<file path="src/rtl/hazard_control_unit_pkg.sv">
// hazard_control_unit_pkg: shared encodings for the hazard control unit
//   - hcu_state_e : FSM state encodings (debug-visible on HCU_STATE)
//   - hcu_cause_e : hazard causes, encoded so a larger value wins arbitration
//   - opcodes     : RV32 opcodes needed for hazard qualification
//   - hcu_pick_cause : fixed-priority arbiter over the hazard causes
package hazard_control_unit_pkg;

    typedef enum logic [1:0] {
        HCU_RUN      = 2'd0,
        HCU_MEM_WAIT = 2'd1,
        HCU_MDU_WAIT = 2'd2
    } hcu_state_e;

    typedef enum logic [2:0] {
        CAUSE_NONE    = 3'd0,
        CAUSE_LOADUSE = 3'd1,
        CAUSE_BRANCH  = 3'd2,
        CAUSE_MDU     = 3'd3,
        CAUSE_MEM     = 3'd4
    } hcu_cause_e;

    localparam logic [6:0] STORE_OPCODE  = 7'b0100011;
    localparam logic [6:0] R_TYPE_OPCODE = 7'b0110011;

    function automatic hcu_cause_e hcu_pick_cause(
        input logic mem,
        input logic mdu,
        input logic br,
        input logic lu
    );
        return mem ? CAUSE_MEM : mdu ? CAUSE_MDU : br ? CAUSE_BRANCH : lu ? CAUSE_LOADUSE : CAUSE_NONE;
    endfunction

endpackage

</file>
<file path="src/rtl/hcu_loaduse_detect.sv">
// hcu_loaduse_detect: combinational load-use hazard comparator
//   Inputs : ADDR1/ADDR2, USE_RS1/USE_RS2, ID_OPCODE (ID stage),
//            EXE_ADDR, EXE_MEMREAD (EX stage)
//   Output : LOADUSE_HAZARD, high when the ID instruction needs a load
//            result that forwarding cannot deliver in time
module hcu_loaduse_detect
    import hazard_control_unit_pkg::*;
(
    input  logic [4:0] ADDR1,
    input  logic [4:0] ADDR2,
    input  logic       USE_RS1,
    input  logic       USE_RS2,
    input  logic [6:0] ID_OPCODE,
    input  logic [4:0] EXE_ADDR,
    input  logic       EXE_MEMREAD,
    output logic       LOADUSE_HAZARD
);

    // A store's rs2 is only data, forwarded later in MEM, so it never stalls.
    assign LOADUSE_HAZARD = EXE_MEMREAD && (EXE_ADDR != 5'd0) &&
                            ((USE_RS1 && (ADDR1 == EXE_ADDR)) ||
                             (USE_RS2 && (ADDR2 == EXE_ADDR) && (ID_OPCODE != STORE_OPCODE)));

endmodule

</file>
<file path="src/rtl/hazard_control_unit.sv">
// hazard_control_unit: pipeline stall/flush sequencer for the 5-stage RV32IM core
//   Inputs : CLK, RESET (sync, active-low), ID operands (ADDR1/2, USE_RS1/2,
//            ID_OPCODE), EX status (EXE_ADDR, EXE_MEMREAD, EXE_MDU_OP,
//            BRANCH_TAKEN), MDU_READY, DMEM_BUSY
//   Outputs: STALL_* (hold register), FLUSH_* (insert bubble), sticky
//            MDU_TIMEOUT, HCU_STATE (registered state, debug)
//   Option : define HCU_PERF_COUNTERS_EN to add 32-bit event counters
//            LOADUSE_STALLS, MDU_STALLS, MEM_STALLS, BRANCH_FLUSHES
module hazard_control_unit
    import hazard_control_unit_pkg::*;
#(
    parameter int MDU_MAX_CYCLES = 34,
    parameter int CNT_W          = 6
)
(
    input  logic        CLK,
    input  logic        RESET,
    input  logic [4:0]  ADDR1,
    input  logic [4:0]  ADDR2,
    input  logic        USE_RS1,
    input  logic        USE_RS2,
    input  logic [6:0]  ID_OPCODE,
    input  logic [4:0]  EXE_ADDR,
    input  logic        EXE_MEMREAD,
    input  logic        EXE_MDU_OP,
    input  logic        MDU_READY,
    input  logic        BRANCH_TAKEN,
    input  logic        DMEM_BUSY,
    output logic        STALL_PC,
    output logic        STALL_IF_ID,
    output logic        STALL_ID_EX,
    output logic        STALL_EX_MEM,
    output logic        STALL_MEM_WB,
    output logic        FLUSH_IF_ID,
    output logic        FLUSH_ID_EX,
    output logic        FLUSH_EX_MEM,
    output logic        MDU_TIMEOUT,
    output logic [1:0]  HCU_STATE
`ifdef HCU_PERF_COUNTERS_EN
    ,
    output logic [31:0] LOADUSE_STALLS,
    output logic [31:0] MDU_STALLS,
    output logic [31:0] MEM_STALLS,
    output logic [31:0] BRANCH_FLUSHES
`endif
);

    hcu_state_e       state_q, state_d;
    logic [CNT_W-1:0] cnt_q, cnt_d, cnt_inc;
    logic             timeout_d;
    logic             loaduse;
    logic             mdu_wait;
    hcu_cause_e       cause;

    hcu_loaduse_detect u_loaduse_detect (
        .ADDR1          (ADDR1),
        .ADDR2          (ADDR2),
        .USE_RS1        (USE_RS1),
        .USE_RS2        (USE_RS2),
        .ID_OPCODE      (ID_OPCODE),
        .EXE_ADDR       (EXE_ADDR),
        .EXE_MEMREAD    (EXE_MEMREAD),
        .LOADUSE_HAZARD (loaduse)
    );

    always_ff @(posedge CLK) begin
        if (!RESET) begin
            state_q     <= HCU_RUN;
            cnt_q       <= '0;
            MDU_TIMEOUT <= 1'b0;
        end else begin
            state_q     <= state_d;
            cnt_q       <= cnt_d;
            MDU_TIMEOUT <= timeout_d;
        end
    end

    // Outputs depend only on current inputs and the wait counter, so a branch
    // held in EX during a memory wait is honoured in the first released cycle.
    always_comb begin
        cnt_inc      = cnt_q + CNT_W'(1);
        // Once the counter has reached the limit the wait is abandoned.
        mdu_wait     = EXE_MDU_OP && !MDU_READY && (cnt_q != CNT_W'(MDU_MAX_CYCLES));
        cause        = RESET ? hcu_pick_cause(DMEM_BUSY, mdu_wait, BRANCH_TAKEN, loaduse) : CAUSE_NONE;
        STALL_PC     = (cause == CAUSE_MEM) || (cause == CAUSE_MDU) || (cause == CAUSE_LOADUSE);
        STALL_IF_ID  = STALL_PC;
        STALL_ID_EX  = (cause == CAUSE_MEM) || (cause == CAUSE_MDU);
        STALL_EX_MEM = (cause == CAUSE_MEM);
        STALL_MEM_WB = (cause == CAUSE_MEM);
        FLUSH_IF_ID  = (cause == CAUSE_BRANCH);
        FLUSH_ID_EX  = (cause == CAUSE_BRANCH) || (cause == CAUSE_LOADUSE);
        FLUSH_EX_MEM = (cause == CAUSE_MDU);
        state_d      = (cause == CAUSE_MEM) ? HCU_MEM_WAIT :
                       (cause == CAUSE_MDU) ? HCU_MDU_WAIT : HCU_RUN;
        // A memory wait freezes an MDU count in progress rather than clearing it.
        cnt_d        = (cause == CAUSE_MEM) ? cnt_q :
                       (cause == CAUSE_MDU) ? cnt_inc : '0;
        timeout_d    = MDU_TIMEOUT || ((cause == CAUSE_MDU) && (cnt_inc == CNT_W'(MDU_MAX_CYCLES)));
    end

    assign HCU_STATE = state_q;

`ifdef HCU_PERF_COUNTERS_EN
    always_ff @(posedge CLK) begin
        if (!RESET) begin
            LOADUSE_STALLS <= '0;
            MDU_STALLS     <= '0;
            MEM_STALLS     <= '0;
            BRANCH_FLUSHES <= '0;
        end else begin
            LOADUSE_STALLS <= LOADUSE_STALLS + 32'((cause == CAUSE_LOADUSE));
            MDU_STALLS     <= MDU_STALLS + 32'((cause == CAUSE_MDU));
            MEM_STALLS     <= MEM_STALLS + 32'((cause == CAUSE_MEM));
            BRANCH_FLUSHES <= BRANCH_FLUSHES + 32'((cause == CAUSE_BRANCH));
        end
    end
`endif

endmodule
</file>
<file path="config.mk">
export PLATFORM = sky130hd
export DESIGN_NAME = hazard_control_unit
export DESIGN_NICKNAME = d
export VERILOG_FILES = /design/src/rtl/hazard_control_unit_pkg.sv /design/src/rtl/hcu_loaduse_detect.sv /design/src/rtl/hazard_control_unit.sv
export SDC_FILE = /design/constraint.sdc
export NUM_CORES = 1
export LEC_CHECK = 0
export CAP_MARGIN = 15
export CORE_MARGIN = 3
export CORE_UTILIZATION = 39
export DETAILED_ROUTE_END_ITERATION = 8
export PLACE_DENSITY = 0.89
export SYNTH_ARGS = -nofsm -noshare
export SYNTH_HDL_FRONTEND = slang
export SYNTH_SLANG_ARGS = --single-unit
export TNS_END_PERCENT = 100
</file>
<file path="constraint.sdc">
create_clock -name CLK -period 5.1 [get_ports CLK]
set_clock_uncertainty 0.05 [all_clocks]
set_input_delay 1.02 -clock CLK [delete_from_list [all_inputs] [get_ports CLK]]
set_output_delay 1.02 -clock CLK [all_outputs]
set_load 0.01 [all_outputs]
</file>
# After elaboration in Yosys (flattened, before gate mapping)
# Cells that the tools add are included.
[totals]
in_bits = 31
wordCells = 39
register_bits = 9
out_inout_bits = 11
[op_classes]
mux = 8
eq_ne = 9
reduce_logical = 16
bitwise_logic = 1
n_addsub = 1
[op_table]
columns = ["cell", "count"]
rows = [
  ["5-bit == test", 2],
  ["1-bit logical AND", 8],
  ["7-bit by 6-bit != test with 1-bit output, second input constant", 1],
  ["6-bit by 1-bit adder with 6-bit output, second input constant", 1],
  ["3-bit by 2-bit == test with 1-bit output, second input constant", 2],
  ["6-bit == test, second input constant", 1],
  ["2-bit two-way mux", 3],
  ["3-bit two-way mux", 2],
  ["6-bit two-way mux", 1],
  ["6-bit != test, second input constant", 1],
  ["1-bit logical OR", 5],
  ["5-bit nonzero test", 1],
  ["3-bit by 1-bit == test with 1-bit output, second input constant", 1],
  ["3-bit == test, second input constant", 1],
  ["1-bit two-way mux", 2],
  ["2-bit OR reduction", 1],
  ["1-bit logical NOT", 1],
  ["1-bit inverter", 1],
]

# Logic depth before layout (Yosys ltp)
[depth]
word_depth = 13
ltp_mapped = 7
mapped_depth_nobuf = 7

# Hierarchy
# Synthesis repeated with hierarchy kept, for this count alone.
[hier_totals]
cells_unflattened = 78
area_unflattened_um2 = 655.6
[by_module_without_submodules]
columns = ["module", "area_per_inst_um2", "instances", "cells_each"]
rows = [
  ["hazard_control_unit", 503.0, 1, 59],
  ["hcu_loaduse_detect", 152.6, 1, 19],
]

# Worst setup path before layout
# OpenSTA, ideal clock, no wires.
[synth_path]
path_type = "input to output"
start = "input EXE_ADDR[1]"
end = "output STALL_PC"
n_path_buf = 1
required_time_ns = 4.030
slack_ns = 1.699
t_arrival_ns = 2.331
stages = 6
path_cell_list = "xor2_1 nor4_1 and4_1 a31oi_1 o311ai_1 buf_4"
[synth_between]
elab_chain_len = 13
[synth_rtl]
columns = ["item", "line", "source"]
rows = [
  ["start: declaration", "hazard_control_unit.sv:23", "input logic [4:0] EXE_ADDR,"],
  ["5-bit == test", "hcu_loaduse_detect.sv:22", "(USE_RS2 && (ADDR2 == EXE_ADDR) && (ID_OPCODE != STORE_OPCODE)));"],
  ["1-bit logical AND (2 in a row)", "hcu_loaduse_detect.sv:22", ""],
  ["1-bit logical OR", "hcu_loaduse_detect.sv:21", "((USE_RS1 && (ADDR1 == EXE_ADDR)) ||"],
  ["1-bit logical AND *", "hcu_loaduse_detect.sv:20", "assign LOADUSE_HAZARD = EXE_MEMREAD && (EXE_ADDR != 5'd0) &&"],
  ["1-bit two-way mux *", "hazard_control_unit_pkg.sv:31", "return mem ? CAUSE_MEM : mdu ? CAUSE_MDU : br ? CAUSE_BRANCH : lu ? CAUSE_LOADUSE : CAUSE_NONE;"],
  ["2-bit two-way mux * (2 in a row)", "hazard_control_unit_pkg.sv:31", ""],
  ["3-bit two-way mux *", "hazard_control_unit_pkg.sv:31", ""],
  ["3-bit two-way mux *", "hazard_control_unit.sv:84", "cause = RESET ? hcu_pick_cause(DMEM_BUSY, mdu_wait, BRANCH_TAKEN, loaduse) : CAUSE_NONE;"],
  ["3-bit == test or 3-bit by 2-bit == test with 1-bit output (tied branches)", "hazard_control_unit.sv:85", "STALL_PC = (cause == CAUSE_MEM) || (cause == CAUSE_MDU) || (cause == CAUSE_LOADUSE);"],
  ["1-bit logical OR", "hazard_control_unit.sv:85", ""],
  ["1-bit logical OR *", "hazard_control_unit.sv:85", ""],
  ["end: declaration", "hazard_control_unit.sv:29", "output logic STALL_PC,"],
]
# Every way passes the cells marked *; elsewhere a longest branch is shown, timed or not.

# Worst setup path in the final report
# Ends and elaborated chain as after synthesis.

==> key figures <==
Status
  • Status: finished clean

Global route
  • Grt ovf: 0
  • Initial antenna violation count: 0
  • First-pass GRT wire length: 2.90 mm
  • Number of global-route vias before repair: 725
  • GRT Util Overall: 0.174
  • Largest net degree at the start of global routing: 10

Timing
  • Maximum clock rate: 235 MHz
  • Max Slew Vio Count: 0
  • Crit share post-route: 0.835
  • Setup TNS: 0 ps
  • Final setup fails: 0
  • Minimum clock period: 4260 ps
  • Final setup margin: 840 ps
  • Fin Hold WS: 443 ps
  • RSZ-0062 raised after global routing: false
  • Worst slew pin tran: 330 ps
  • Final hold vios: 0
  • Relative slew margins: 0.776

Drt
  • First drt pass iteration count: 1
  • Routed WL: 1.75 mm
  • Post-route ant nets: 0
  • DR vias/cell: 5.38
  • Remaining routing DRC violations: 0
  • DR iter-0 viols: 0
  • DR WL/cell: 12.7 µm
  • Via count: 742

Final layout
  • Layout cells sized above 1: 0.0656
  • Design area: 1130 µm²
  • Area grow syn2layout: 64.3%
  • Fin nets: 157
  • Diode count: 0

Placed design
  • Number of port buffers: 41
  • HPWL after detailed placement: 1.52 mm
  • Routability Congestion: 0.815
  • DP Area: 1100 µm²
  • Post-Place Setup Slack: 832 ps

Pwr
  • Leakage power: 0.000445 µW
  • Switching Share: 0.245
  • PD cells: 159 nW/µm²
  • Clock power frac: 0.300
  • Internal Power: 136 µW
  • Sw power: 44.1 µW
  • Maximum vdd drop: 0.000109 V
  • Combinational power share: 0.299
  • Share of power burned in registers: 0.401
  • Pwr Total: 180 µW

Setup path
  • Critical Path AT: 3190 ps
  • Setup crit end kind: output port
  • Kind of critical path: input port to output port
  • Critical Path Fanout Max: 3
  • Startpoint Class: input port
  • Critical Path RT: 4030 ps

Synthesis
  • YS warnings: 0
  • Post-synth ARST share: 0
  • Synth area leaders: dfxtp_1 26%, xor2_1 11%, ha_1 5.5%, inv_1 3.3%, nor4_4 3.1%
  • Synth cell types: 41
  • Post-synth top area cell: dfxtp_1
  • Register area share after synthesis: 0.262
  • Post-Syn Area: 687 µm²
  • Syn Nets: 113
  • Most frequent cells after synthesis: 9 x dfxtp_1, 9 x xor2_1, 6 x inv_1
  • #FFs+latches synth: 9
  • Synth Instances: 79
  • Main flop type after synthesis: dfxtp_1
  • Share of the synthesized area in the top cell type: 0.262
  • EDFF count, synth: 0
  • Syn Area/Cell: 8.70 µm²

Die
  • Core area: 1580 µm²
  • Ports: 42
  • Die height: 48.0 µm
  • DIE AREA: 2300 µm²
  • # rows: 14
  • Chip width: 48.0 µm
  • Starting Density: 0.436

Clocking
  • Clock Sinks: 9
  • Clock root cell: clkbuf_4
  • Post-CTS resize count: 0
  • H-tree levels: 1
  • TritonCTS clock tree: built
  • TritonCTS buffer count: 3
  • Maximum clock insertion buffer count: 2
  • Post-CTS setup buffers: 0
  • Clock insertion delay at the later pin of the skew report: 260 ps
  • Cts hold-fix bufs: 0
  • Clock-pin slew on the worst setup and hold paths: 60 ps

Min path
  • Type of the worst min-delay path: flip-flop to flip-flop

Flow run
  • # Max-Cap Violations: 0
[per-layer routing]
layer  global-route usage  wire length (µm)
met1                0.203               682
met2                0.319               906
met3               0.0414               165
met4               0.0323                 0
met5                    0                 0
[power by group through the flow]
stage	registers (µW)	clock network [µW]	logic [µW]
2_1_floorplan	73.9	0	18.3
3_5_place_dp	73.7	0	54.2
6_report	72.1	53.9	53.8
4_1_cts	72.1	55.7	54.5
5_1_grt	72.2	59.8	57.8
3_3_place_gp	73.6	0	53.1
[kinds of logic (layout without fill, tap and decap cells)]
kind of cell | count (synthesis) | after routing | synth area share
flops | 9 | 9 | 0.262
xor+xnor | 11 | 11 | 0.140
fa+ha+maj | 3 | 3 | 0.0547
simple gates | 30 | 30 | 0.312
compound gates | 17 | 17 | 0.171
buf+inv | 9 | 52 | 0.0601
[cell usage in the layout (no fill, tap or decap), drive strengths merged, types with 2 or more instances in the layout]
master,instances
nor2,3
xnor2,2
nand3,5
xor2,9
and2,2
nand2b,3
clkbuf,4
ha,3
a31oi,2
inv,7
nor4,2
o21ai,5
nand2,4
clkdlybuf4s50,41
dfxtp,9
[worst max-delay path, stage by stage]
cell             delay, ps
clkdlybuf4s50_1        460
xor2_1                 190
nor4_1                 270
and4_1                 220
a31oi_1                 50
o311ai_1               370
clkdlybuf4s50_1        610
[path summary, 6_finish.rpt]
check | startpoint | to | slack [ps] | cells after the start
hold / removal | MDU_TIMEOUT$_SDFF_PN0_ | MDU_TIMEOUT$_SDFF_PN0_ | 440 | 1
setup reg to reg | cnt_q[3]$_SDFFE_PN0N_ | cnt_q[4]$_SDFFE_PN0N_ | 3580 | 6
hold reg to reg | MDU_TIMEOUT$_SDFF_PN0_ | MDU_TIMEOUT$_SDFF_PN0_ | 440 | 1
setup / recovery | EXE_ADDR[1] | STALL_PC | 840 | 7
[sequential cells by signal, summed over array words and instances (netlist names)]
| name | cells |
|---|---|
| cnt_q | 6 |
| HCU_STATE | 2 |
| MDU_TIMEOUT | 1 |
[per-stage QoR]
stage / cells / util
after floorplan: 79 / -
after global placement: 134 / 0.699
after detailed placement: 134 / 0.699
after CTS: 138 / 0.716
after global routing: 138 / 0.716
final: 138 / 0.716
[area by class of cell]
type	instances	area, µm²
inverters	7	26.3
multi-input cells	61	465
repair buffers	41	410
fillers	141	448
flip-flops and latches	9	180
clock buffers	4	26.3
well taps	16	20.0
(Power assumes the default switching activity.)
==> patch 1: new RTL, same flow settings <==
Put one more register stage on the output `MDU_TIMEOUT`, with the module's reset. The value now appears one clock later. The other outputs are not delayed to match. Comments in the files are not updated.
--- a/src/rtl/hazard_control_unit.sv
+++ b/src/rtl/hazard_control_unit.sv
@@ -45,6 +45,8 @@
 `endif
 );
 
+    logic MDU_TIMEOUT_s0;
+
     hcu_state_e       state_q, state_d;
     logic [CNT_W-1:0] cnt_q, cnt_d, cnt_inc;
     logic             timeout_d;
@@ -67,11 +69,11 @@
         if (!RESET) begin
             state_q     <= HCU_RUN;
             cnt_q       <= '0;
-            MDU_TIMEOUT <= 1'b0;
+            MDU_TIMEOUT_s0 <= 1'b0;
         end else begin
             state_q     <= state_d;
             cnt_q       <= cnt_d;
-            MDU_TIMEOUT <= timeout_d;
+            MDU_TIMEOUT_s0 <= timeout_d;
         end
     end
 
@@ -95,7 +97,7 @@
         // A memory wait freezes an MDU count in progress rather than clearing it.
         cnt_d        = (cause == CAUSE_MEM) ? cnt_q :
                        (cause == CAUSE_MDU) ? cnt_inc : '0;
-        timeout_d    = MDU_TIMEOUT || ((cause == CAUSE_MDU) && (cnt_inc == CNT_W'(MDU_MAX_CYCLES)));
+        timeout_d    = MDU_TIMEOUT_s0 || ((cause == CAUSE_MDU) && (cnt_inc == CNT_W'(MDU_MAX_CYCLES)));
     end
 
     assign HCU_STATE = state_q;
@@ -116,4 +118,12 @@
     end
 `endif
 
+    always_ff @(posedge CLK) begin
+        if (!RESET) begin
+            MDU_TIMEOUT <= '0;
+        end else begin
+            MDU_TIMEOUT <= MDU_TIMEOUT_s0;
+        end
+    end
+
 endmodule
Function: same outputs for any inputs over 10 cycles, from zero or initial values and one cycle with RESET low; that may be too few to reach the edited logic, so the function may still have changed.
==> patch 1 against the original RTL <==
Die area down 0.46%; via count up 3.2%; final area down 0.44%; routed wire length about the same; area after synthesis down 0.55%; sequential cell count up 1; critical path depth unchanged; total power up 13%; setup slack worse by 100 ps.
==> patch 1: results (changes against the original RTL) <==
The tools report the number of global-route vias before repair as 724 (-0.14%). The peak supply drop was 0.0828 mV (-24%); the sequential area share after synthesis was 29.3% (+3.1 points). The logs give 6 (+5) for the number of detailed-routing iterations run before antenna repair and 7 (+7) for the count of routing violations after the opening detailed-route iteration. The uppermost layer routed is met4. By area the synthesized netlist is led by sky130_fd_sc_hd__dfxtp_1, sky130_fd_sc_hd__xor2_1, sky130_fd_sc_hd__ha_1.

The smallest hold slack is 419 ps (-23.6 ps). The wire length per cell after detailed routing was 12.5 um (-1.4%). In the synthesized netlist, the cells that appear most often are sky130_fd_sc_hd__dfxtp_1, sky130_fd_sc_hd__xor2_1, sky130_fd_sc_hd__nand2_1, sky130_fd_sc_hd__nand3_1, sky130_fd_sc_hd__inv_1.

The flow ran to the end, and the final reports show no timing, DRC or antenna violations. The number of cells on the worst reg-to-reg path works out to 5 (-1). The worst register-to-register path ends at cnt_q[3].

The area fraction in compound gates after synthesis is 14.3% (-2.8 points), and the net count after synthesis is 116 (+2.7%). The post-layout net count came out at 159 (+1.3%). The data arrival time of the critical path was 3290 ps (+100 ps). Transition at the pin with the smallest max-transition slack: 437 ps (+107 ps).

The routability congestion estimate is 0.824 (+1.2%), and the setup slack of the worst register-to-register path is 3190 ps (-390 ps). The run gives 30 (-27%) as the number of distinct library cells after synthesis. The routed wire length on met2 is 907 um (+0.11%), and the fraction of final layout cells sized beyond drive strength 1 is 5.65% (-0.91 points). The worst hold path begins at MDU_TIMEOUT_s0.

The area share of fa/ha/maj cells after synthesis was 5.49% (+0.030 points). The detailed-placement wirelength estimate is 1500 um (-1.1%). The tools report the total global-route track usage as 17.8% (+0.45 points). The worst register-to-register path begins at cnt_q[2].
patch 1: cell count changes in the layout (fill, tap and decap cells not counted), sizes merged, moves of 2 or more:
cell,change
nand3,+2
nand2,+3
or3,+2
a311o,+2
patch 1: cell type report:
cell class | count | share of cell area, %
flip-flops and latches | 10 | 17.8
multi-input cells | 63 | 38.4
clock buffers | 4 | 3.23
repair buffers | 41 | 36.5
well taps | 16 | 1.78
inverters | 6 | 2.23
patch 1: power groups by stage:
stage	clock, mW	combinational (mW)	sequential [mW]
6_report	0.0707	0.0514	0.0803
5_1_grt	0.0767	0.0559	0.0804
4_1_cts	0.0732	0.0520	0.0803
3_5_place_dp	0	0.0518	0.0821
3_3_place_gp	0	0.0505	0.0820
2_1_floorplan	0	0.0167	0.0823
patch 1: stage by stage:
stage	power, mW	cells	instance area, sq um	setup WS (ps)
after floorplan	0.0990	82	683	1510
after global placement	0.133	136	1090	838
after detailed placement	0.134	136	1090	735
after CTS	0.205	140	1120	729
after global routing	0.213	140	1120	549
final	0.202	140	1120	739
patch 1: logic make-up (layout without fill, tap and decap cells):
group                    after synthesis  in the layout
buffers and inverters                  9             51
XOR/XNOR                              11             11
AO/OA/AOI/OAI                         14             14
adder cells (fa/ha/maj)                3              3
AND/OR/NAND/NOR                       35             35
flip-flops                            10             10
patch 1: critical path, cell delays in order:
cell	delay, ps
sky130_fd_sc_hd__clkdlybuf4s50_1	470
sky130_fd_sc_hd__xor2_1	190
sky130_fd_sc_hd__nor4_1	260
sky130_fd_sc_hd__and4_1	220
sky130_fd_sc_hd__a31oi_1	50
sky130_fd_sc_hd__o311ai_0	440
sky130_fd_sc_hd__clkdlybuf4s50_1	630
patch 1: routing by layer:
metal,vias to the layer above,track usage [%]
met5,-,0
met4,0,9.68
met3,4,1.88
met2,48,33.0
met1,332,19.4
li1,382,-
==> patch 2: new RTL, config.mk and constraints unchanged <==
Without the edit above. Set the parameter `MDU_MAX_CYCLES` to 17 (it was 34).
--- a/src/rtl/hazard_control_unit.sv
+++ b/src/rtl/hazard_control_unit.sv
@@ -9,7 +9,7 @@
 module hazard_control_unit
     import hazard_control_unit_pkg::*;
 #(
-    parameter int MDU_MAX_CYCLES = 34,
+    parameter int MDU_MAX_CYCLES = 17,
     parameter int CNT_W          = 6
 )
 (
Formal check against the unedited RTL: no difference found for any inputs over 10 cycles, from zero or initial values and one cycle with RESET low; that may be too few to reach the edited logic, so the function may still have changed.
==> patch 2 against the original RTL <==
Setup slack better by 34 ps; final area down 1.4%; critical path type unchanged; worst hold slack worse by 24 ps; sequential power about the same; sequential cell count unchanged; routed wire length up 18%; sequential share of layout area up 0.23 points; highest routed layer is now met4; total power up 2.2%; area after synthesis down 1.8%; combinational power up 0.9%; critical endpoint unchanged.
==> patch 2: results (changes against the original RTL) <==
The flow ran to the end, and the final reports show no timing, DRC or antenna violations. Yosys attributes the largest share of cell area to sky130_fd_sc_hd__dfxtp_1, sky130_fd_sc_hd__xor2_1, sky130_fd_sc_hd__ha_1. The tools report the setup slack of the worst register-to-register path as 3460 ps (-120 ps). The count of routing violations after the opening detailed-route iteration was 13 (+13); the multi-input logic cell count was 62 (+1.6%). The clock tree cell share of total cell area is 2.36% (+0.034 points).

The number of cells on the worst reg-to-reg path is 5 (-1), and the leakage power is 0.434 nW (-2.5%). Net count after synthesis: 114 (+0.88%). For the total vias in the final route, the log shows 767 (+3.4%).

The wire length per cell after detailed routing is 15.0 um (+18%). The number of detailed-routing iterations run before antenna repair was 4 (+3). The number of sequential cells in the layout is 9 (unchanged), and the total of plain and repair buffers excluding clock buffers is 41 (unchanged). The launch instance of the worst min-delay path was MDU_TIMEOUT. Final critical path time including I/O delays and setup: 4230 ps (-34.1 ps). Source of the worst register-to-register timing path: cnt_q[4].

The logs give 126 (-11%) for the count of filler cells inserted in the layout and 880 ps (+47.9 ps) for the worst-case setup slack after placement. The number of global-route vias before repair is 759 (+4.7%). The number of non-clock inverters works out to 6 (-1). The total global-route track usage is 19.7% (+2.4 points), and the wire length of the first global-routing pass is 3100 um (+6.7%).

The data arrival time of the critical path is 3160 ps (-30 ps), and the maximum number of pins on one net before global-route repair is 9 (-1). Fraction of area in multi-input gates: 40.5% (-0.75 points). Number of distinct library cells after synthesis: 36 (-12%). The commonest cells after synthesis are sky130_fd_sc_hd__dfxtp_1, sky130_fd_sc_hd__xor2_1, sky130_fd_sc_hd__o21ai_0.

The peak supply drop is 0.154 mV (+42%). The transition at the pin with the smallest max-transition slack was 322 ps (-8.01 ps); the later-pin clock latency in the skew report was 270 ps.
-- patch 2: changes by cell type after synthesis, moves of 2 or more --
cell                       before  now
sky130_fd_sc_hd__o21ai_0        3    7
sky130_fd_sc_hd__nor4_1         1    3
sky130_fd_sc_hd__nand2b_1       3    1
sky130_fd_sc_hd__nand3_1        3    1
-- patch 2: cell families after synthesis --
kind of cell,synth area share [%]
compound gates,22.1
xor+xnor,14.3
fa+ha+maj,5.57
buf+inv,6.49
flops,26.7
simple gates,24.9
-- patch 2: power breakdown --
part | switching, mW | internal (mW)
clock | 0.0274 | 0.0302
combinational | 0.0196 | 0.0346
sequential | 0.000645 | 0.0713
total | 0.0477 | 0.136
-- patch 2: worst max-delay path, stage by stage --
cell                              delay (ps)
sky130_fd_sc_hd__clkdlybuf4s50_1         470
sky130_fd_sc_hd__xor2_1                  200
sky130_fd_sc_hd__nor4_1                  260
sky130_fd_sc_hd__and4_1                  210
sky130_fd_sc_hd__a31oi_1                  60
sky130_fd_sc_hd__o41ai_2                 330
sky130_fd_sc_hd__clkdlybuf4s50_1         600
-- patch 2: per-layer routing --
metal | global-route usage [%] | up-vias | share of wire [%]
li1 | - | 374 | -
met4 | 13.4 | 0 | 2.9
met2 | 32.4 | 54 | 42
met5 | 0 | - | 0
met3 | 4.89 | 7 | 13
met1 | 22.4 | 332 | 42
-- patch 2: per-stage QoR --
step | cell area [sq um] | instances | total power, mW | hold slack [ps]
floorplan | 674 | 80 | 0.0922 | 409
global placement | 1090 | 134 | 0.127 | 414
detailed placement | 1090 | 134 | 0.128 | 414
CTS | 1110 | 138 | 0.185 | 427
global route | 1110 | 138 | 0.193 | 463
finish | 1110 | 138 | 0.184 | 419
